--- config.mk ---
export PLATFORM = sky130hd
export DESIGN_NAME = lock_sequencer
export DESIGN_NICKNAME = d
export VERILOG_FILES = /design/src/rtl/lock_sequencer.sv
export SDC_FILE = /design/constraint.sdc
export NUM_CORES = 1
export LEC_CHECK = 0
export BUFFER_PORTS_ARGS = -buffer_cell sky130_fd_sc_hd__buf_2
export CAP_MARGIN = 20
export CORE_MARGIN = 3
export CORE_UTILIZATION = 40
export CTS_BUF_LIST = sky130_fd_sc_hd__clkbuf_4
export DETAILED_ROUTE_END_ITERATION = 16
export GPL_ROUTABILITY_DRIVEN = 0
export MAX_ROUTING_LAYER = met4
export SETUP_SLACK_MARGIN = 0.2
export SYNTH_ARGS = -nofsm -noshare
export SYNTH_HDL_FRONTEND = slang
export SYNTH_SLANG_ARGS = --single-unit
--- constraint.sdc ---
create_clock -name CLK -period 2.66 [get_ports CLK]
set_input_delay 0 -clock CLK [delete_from_list [all_inputs] [get_ports CLK]]
set_output_delay 0 -clock CLK [all_outputs]
set_load 0.005 [all_outputs]
--- src/rtl/lock_sequencer.sv ---
// Digital lock box control FSM: collects three code digits, evaluates the
// checker's match result, manages the lockout timer and password changes.
module lock_sequencer #(
   parameter int unsigned MAX_FAILS      = 3,
   parameter int unsigned LOCKOUT_CYCLES = 100000000,
   parameter logic [8:0]  RESET_CODE     = 9'o000
) (
   input  logic       CLK,
   input  logic       RST,
   input  logic [2:0] code_in,
   input  logic       enter,
   input  logic       set_req,
   input  logic       lock_req,
   input  logic       match,
   output logic [2:0] set_pass1,
   output logic [2:0] set_pass2,
   output logic [2:0] set_pass3,
   output logic [2:0] en_pass1,
   output logic [2:0] en_pass2,
   output logic [2:0] en_pass3,
   output logic       unlocked,
   output logic       lockout,
   output logic [1:0] digit_idx,
   output logic [2:0] fail_cnt
);

   localparam int unsigned TW = $clog2(LOCKOUT_CYCLES + 1);

   typedef enum logic [3:0] {
      ENT1, ENT2, ENT3, CHECK, OPEN, SET1, SET2, SET3, LOCKOUT
   } state_t;

   state_t        state, state_nxt;
   logic [TW-1:0] timer;
   logic [2:0]    stage1, stage2;
   logic [3:0]    fail_inc;
   logic          fail_last;

   // One more failure would reach the limit; the 4-bit sum avoids wrapping.
   always_comb begin
      fail_inc  = {1'b0, fail_cnt} + 4'd1;
      fail_last = (fail_inc >= 4'(MAX_FAILS));
   end

   // State register.
   always_ff @(posedge CLK or posedge RST) begin
      if (RST) state <= ENT1;
      else     state <= state_nxt;
   end

   // Next-state logic; lock_req outranks set_req and enter.
   always_comb begin
      state_nxt = state;
      case (state)
         ENT1:    if (enter) state_nxt = ENT2;
         ENT2:    if (enter) state_nxt = ENT3;
         ENT3:    if (enter) state_nxt = CHECK;
         CHECK: begin
            if (match)          state_nxt = OPEN;
            else if (fail_last) state_nxt = LOCKOUT;
            else                state_nxt = ENT1;
         end
         OPEN: begin
            if (lock_req)     state_nxt = ENT1;
            else if (set_req) state_nxt = SET1;
         end
         SET1: begin
            if (lock_req)   state_nxt = ENT1;
            else if (enter) state_nxt = SET2;
         end
         SET2: begin
            if (lock_req)   state_nxt = ENT1;
            else if (enter) state_nxt = SET3;
         end
         SET3: begin
            if (lock_req)   state_nxt = ENT1;
            else if (enter) state_nxt = OPEN;
         end
         LOCKOUT: if (timer == '0) state_nxt = ENT1;
         default: state_nxt = ENT1;
      endcase
   end

   // Datapath: digit capture, password staging/commit, failure count, timer.
   always_ff @(posedge CLK or posedge RST) begin
      if (RST) begin
         set_pass1 <= RESET_CODE[8:6];
         set_pass2 <= RESET_CODE[5:3];
         set_pass3 <= RESET_CODE[2:0];
         en_pass1  <= '0;
         en_pass2  <= '0;
         en_pass3  <= '0;
         stage1    <= '0;
         stage2    <= '0;
         fail_cnt  <= '0;
         timer     <= '0;
      end else begin
         case (state)
            ENT1: if (enter) en_pass1 <= code_in;
            ENT2: if (enter) en_pass2 <= code_in;
            ENT3: if (enter) en_pass3 <= code_in;
            CHECK: begin
               en_pass1 <= '0;
               en_pass2 <= '0;
               en_pass3 <= '0;
               if (match) begin
                  fail_cnt <= '0;
               end else if (fail_last) begin
                  fail_cnt <= 3'(MAX_FAILS);
                  timer    <= TW'(LOCKOUT_CYCLES - 1);
               end else begin
                  fail_cnt <= fail_inc[2:0];
               end
            end
            SET1: if (!lock_req && enter) stage1 <= code_in;
            SET2: if (!lock_req && enter) stage2 <= code_in;
            // All three digits commit on the same edge, or not at all.
            SET3: if (!lock_req && enter) begin
               set_pass1 <= stage1;
               set_pass2 <= stage2;
               set_pass3 <= code_in;
            end
            LOCKOUT: begin
               if (timer == '0) fail_cnt <= '0;
               else             timer    <= timer - 1'b1;
            end
            default: ;
         endcase
      end
   end

   // Moore output decode from state only.
   always_comb begin
      unlocked  = 1'b0;
      lockout   = 1'b0;
      digit_idx = 2'd3;
      case (state)
         ENT1:    digit_idx = 2'd0;
         ENT2:    digit_idx = 2'd1;
         ENT3:    digit_idx = 2'd2;
         OPEN:    unlocked  = 1'b1;
         SET1: begin unlocked = 1'b1; digit_idx = 2'd0; end
         SET2: begin unlocked = 1'b1; digit_idx = 2'd1; end
         SET3: begin unlocked = 1'b1; digit_idx = 2'd2; end
         LOCKOUT: lockout   = 1'b1;
         default: ;
      endcase
   end

endmodule

== Word level (Yosys, flattened, before mapping) ==
Cells that the tools add are included.

* Register bits after elaboration: 58
* Bits of input ports: 9
* Output and inout bits: 25
* Word-level logic and storage cells: 84

* $add $sub $neg: 2
* Magnitude comparators: 1
* Equal/unequal tests: 19
* Mux-type cells: 30
* Reductions and logical operators: 21

{| class="wikitable"
|+ Operator list
! kind !! number
|-
| 27-bit two-way mux || 3
|-
| 4-bit two-way mux || 14
|-
| 27-bit one-hot mux with 2 select lines || 1
|-
| 4-bit one-hot mux with 9 select lines || 1
|-
| 27-bit zero test || 1
|-
| 27-bit by 1-bit subtractor with 27-bit output (second input constant) || 1
|-
| 3-bit one-hot mux with 2 select lines || 4
|-
| 4-bit by 3-bit == test with 1-bit output (second input constant) || 4
|-
| 2-bit inequality test (second input constant) || 7
|-
| 2-bit AND reduction || 7
|-
| 3-bit two-way mux || 4
|-
| 3-bit inequality test (second input constant) || 4
|-
| 4-bit by 2-bit == test with 1-bit output (second input constant) || 2
|-
| 8-bit AND reduction || 1
|-
| 2-bit nonzero test || 4
|-
| 2-bit one-hot mux with 3 select lines || 1
|-
| 2-bit OR reduction || 3
|-
| 3-bit by 1-bit adder with 4-bit output (second input constant) || 1
|-
| 4-bit by 1-bit == test with 1-bit output (second input constant) || 1
|-
| 4-bit == test (second input constant) || 1
|-
| 4-bit by 2-bit >= comparator with 1-bit output (second input constant) || 1
|-
| 4-bit zero test || 1
|-
| 4-bit AND reduction || 1
|-
| 4-bit OR reduction || 1
|-
| 3 further kinds || 4
|}

== Depth between registers and ports, before layout ==
* Depth after elaboration: 5
* Mapped depth: 9
* Depth with buffers taken out: 7

== Worst setup path before layout ==
Ideal clock, no wire load.

* Kind: register to register
* Start: reg state[0]
* End: reg timer[7]
* Library setup time: 132 ps
* Arrival: 2022 ps
* Required time: 2528 ps
* Slack: 506 ps
* Stages on the path, launching flop included: 9
* Clock period less this slack: 2154 ps
* Path through: dfrtp_1 buf_6 or4b_1 buf_6 clkinv_8 nand2_4 or3_1 o21ai_1 or3b_1

* Word-level cells in the longest chain between the ends: 3
* Elaborated cells on any way between the ends: 8

{| class="wikitable"
|+ RTL lines
! item !! line !! RTL
|-
| start, declared || 33 || <nowiki>state_t state, state_nxt;</nowiki>
|-
| start signal, assigned || 48 || <nowiki>else state <= state_nxt;</nowiki>
|-
| 4-bit == test or 4-bit by 2-bit == test with 1-bit output (tied branches) || 98 || <nowiki>case (state)</nowiki>
|-
| 2-bit inequality test (no line) or 2-bit nonzero test (tied branches) || n/a ||
|-
| 4-bit AND reduction (no line) || n/a ||
|-
| end signal, assigned || 110 || <nowiki>timer <= TW'(LOCKOUT_CYCLES - 1);</nowiki>
|-
| end signal, assigned || 125 || <nowiki>else timer <= timer - 1'b1;</nowiki>
|-
| end, declared || 34 || <nowiki>logic [TW-1:0] timer;</nowiki>
|}

Parallel ways exist; a longest one is shown, timed or not.
A chain may end at the register's enable or synchronous reset.

== Final worst setup path ==
* Start: reg timer[4]
* End: reg timer[5]

* Word-level cells in the longest chain between the ends: 3
* Elaborated cells on any way between the ends: 6

{| class="wikitable"
|+ RTL lines
! item !! line
|-
| 27-bit by 1-bit subtractor with 27-bit output or 27-bit zero test (tied branches) || 125, 124
|-
| 27-bit two-way mux or 2-bit inequality test (tied branches) || n/a
|-
| 27-bit one-hot mux with 2 select lines or 4-bit AND reduction (tied branches) || n/a
|}

Parallel ways exist; a longest one is shown, timed or not. The select of a mux whose other input is x is not followed.

==> run metrics <==
Clock Path Buffers=2; Initial Utilization=between 40% and 50%; # H-tree levels=3; Crit Path Class=register to register; Setup Fix Bufs, Post-CTS=0; I/O pin count=34; Clock Tree Root=clkbuf_4; final hold vios=0; worst-margin pin slew=about 760 ps; dominant cells by area after synthesis=dfrtp_1 (48%), mux2_2 (6.0%), nor2_1 (3.4%); vias in the first global route=around 2400; status=finished clean; CP Cell Sequence=nor4_1 > and4_1 > and4b_1 > buf_4 > nor4_1 > or3_1; total gr overflow=0; RSZ-0062 raised after global routing=false; Avg WL per Cell=15.5 um; Top FF cell, synth=dfrtp_1; Die Ht=between 90 and 100 um; Residual DRC=0; CTS Sinks=58; largest net degree at the start of global routing=59; flops & latches, synth=58; Core ar.=about 0.007 mm2; Reg2Reg Setup Slack=between 300 and 400 ps; First DRT Iteration DRCs=about 130; DPL Wire Length=about 4.5 mm; synth-to-layout area growth=16.1%; power per cell area=468 mW/mm2; Period minus WS final=around 2300 ps; Routed WL=6.79 mm; DIE AREA=0.00858 mm2; family with the most delay on the worst path=simple AND/OR/NAND/NOR gates; Clock Latency Late Sink=400 ps; final period utilization=a little under nine tenths; highest clock rate=about 440 MHz; Antenna Diode Count=0; CP Capture Type=register; Synth Cell Area=~0.0030 mm2; LEAKAGE=1.55 nW; crit-path max FO=14; data arrival time of the critical path=~2600 ps; asr flop ratio synth=100%; Hold WS=between 80 and 90 ps; Die Width=92.6 um; Setup-failing EPs final=0; DR vias=approximately 2400; Syn Nets=between 300 and 400; GRT Util Overall=17.4%; Filler cells=between 600 and 700; cell row count=30; Critical Path RT=2940 ps; Slew headroom=between 40% and 50%; Final ANT Viol Nets=0; Worst-path clk slew=100 ps; CTS Buf Count=9; crit-path most repeated cell=nor4_1; drt first pass iters=4; Critical Path Start Type=register; setup_tns=0 ps; Commonest cells post-synth=dfrtp_1 (58), nor2_1 (27), nand2_1 (22), mux2_2 (16), o21ai_0 (11); cell with the most instances after synthesis=dfrtp_1; layout cell share with drive strength beyond 1=between 20% and 30%; area leader, netlist=dfrtp_1; number of synthesized flops with an enable pin=0; TritonCTS clock tree=done; CP bufs+invs=1; clk_skew=between 7 and 8 ps; Synth top area share=48.4%; synth unique cells=53; register area share after synthesis=48.4%; first-pass GRT wire length=around 12 mm; HP Class=input pin to register; max_cap viols=0; syn_area_per_cell=just over 10 um2; CP max-delay cell=nor4_1; input/output buffers=33; Final #Nets=between 300 and 400; peak per-stage delay on the critical path=roughly 470 ps; fin util=between 40% and 50%; Vias per Instance=roughly 5.6; Final Max Slew Viols=0; Syn Inst Count=approximately 290; Peak VDD IR=around 0.21 mV; antenna violations before repair=0; Synth Warn #=0
power breakdown:
part / leakage, nW / internal [mW] / switching, mW / total [mW]
clock network: 0.0816 / 0.371 / 0.334 / 0.705
logic: 0.770 / 0.0138 / 0.0290 / 0.0428
registers: 0.694 / 0.883 / 0.000823 / 0.883
cells in the final DEF (no fill, tap or decap), types with 4 or more instances in the layout:
cell,Yosys,final
mux2_2,16,16
a22o_1,7,7
o21ai_0,11,11
nor4_1,9,9
nand2_1,22,22
buf_4,2,8
nor2b_1,4,4
or4_1,9,9
inv_1,5,4
o31ai_1,4,4
nor2_1,27,27
mux2i_1,8,8
o21ai_1,4,4
nor3_1,10,10
dlygate4sd3_1,0,6
or3_1,5,5
clkbuf_4,0,9
a21oi_1,6,6
buf_2,2,33
and3_1,4,4
dfrtp_1,58,58
nand3_1,10,10
metrics by stage:
stage               instances  setup slack, ps  area, um2  power, mW
floorplan                 293              506       3000      0.919
global placement          416              478       3270      0.938
detailed placement        416              420       3270      0.938
CTS                       437              398       3480       1.66
global route              437              227       3480       1.71
finish                    437              383       3480       1.63
state kept, by name, summed over array words and instances, names as in the netlist:
signal     count
timer         27
state          4
en_pass1       3
en_pass2       3
en_pass3       3
fail_cnt       3
set_pass1      3
set_pass2      3
set_pass3      3
stage1         3
stage2         3
layout make-up:
type / instances / area, um2 / share of cell area [%]
Clock buffer: 9 / 67.6 / 1.94
Inverter: 6 / 35.0 / 1.01
Multi-Input combinational cell: 215 / 1440 / 41.4
Tap cell: 96 / 120 / 3.45
Clock inverter: 6 / 82.6 / 2.37
Timing Repair Buffer: 47 / 285 / 8.19
Sequential cell: 58 / 1450 / 41.7
worst paths after layout:
| check | end | start | cells after the start |
|---|---|---|---|
| worst max-delay path | timer[5] | timer[4] | 6 |
| worst min-delay path | state[1] | lock_req | 4 |
| worst max register to register | timer[5] | timer[4] | 6 |
| worst min register to register | en_pass1[0] | en_pass1[0] | 2 |
| max in group asynchronous | timer[22] | RST | 4 |
| min in group asynchronous | set_pass1[1] | RST | 4 |
timing repair:
| action | in CTS | in global routing |
|---|---|---|
| endpoints found under the hold margin | 77 | 0 |
| gates resized for setup | 0 | 1 |
| setup endpoints to repair | 0 | 1 |
| hold buffers | 6 | 0 |
logic make-up after synthesis:
kind of cell             count (synthesis)  synth area share, %
AND/OR/NAND/NOR                        128                 23.8
flip-flops                              58                 48.4
AO/OA/AOI/OAI                           56                 13.0
adder cells (fa/ha/maj)                  3                 1.25
multiplexers                            24                 8.67
buffers and inverters                   20                 3.75
XOR/XNOR                                 4                 1.17
metal layers:
metal	part of all wire, %	up-vias	track usage [%]
met5	0	-	-
li1	-	1187	-
met1	50	1179	24.0
met4	1.6	0	8.04
met3	4.3	10	4.14
met2	44	50	23.9
worst min-delay path, cell delays in order:
cell	delay, ps
buf_2	80
nor3b_1	90
nor2_1	180
o2bb2ai_1	90
No activity file was read; power rests on OpenSTA's default activity.
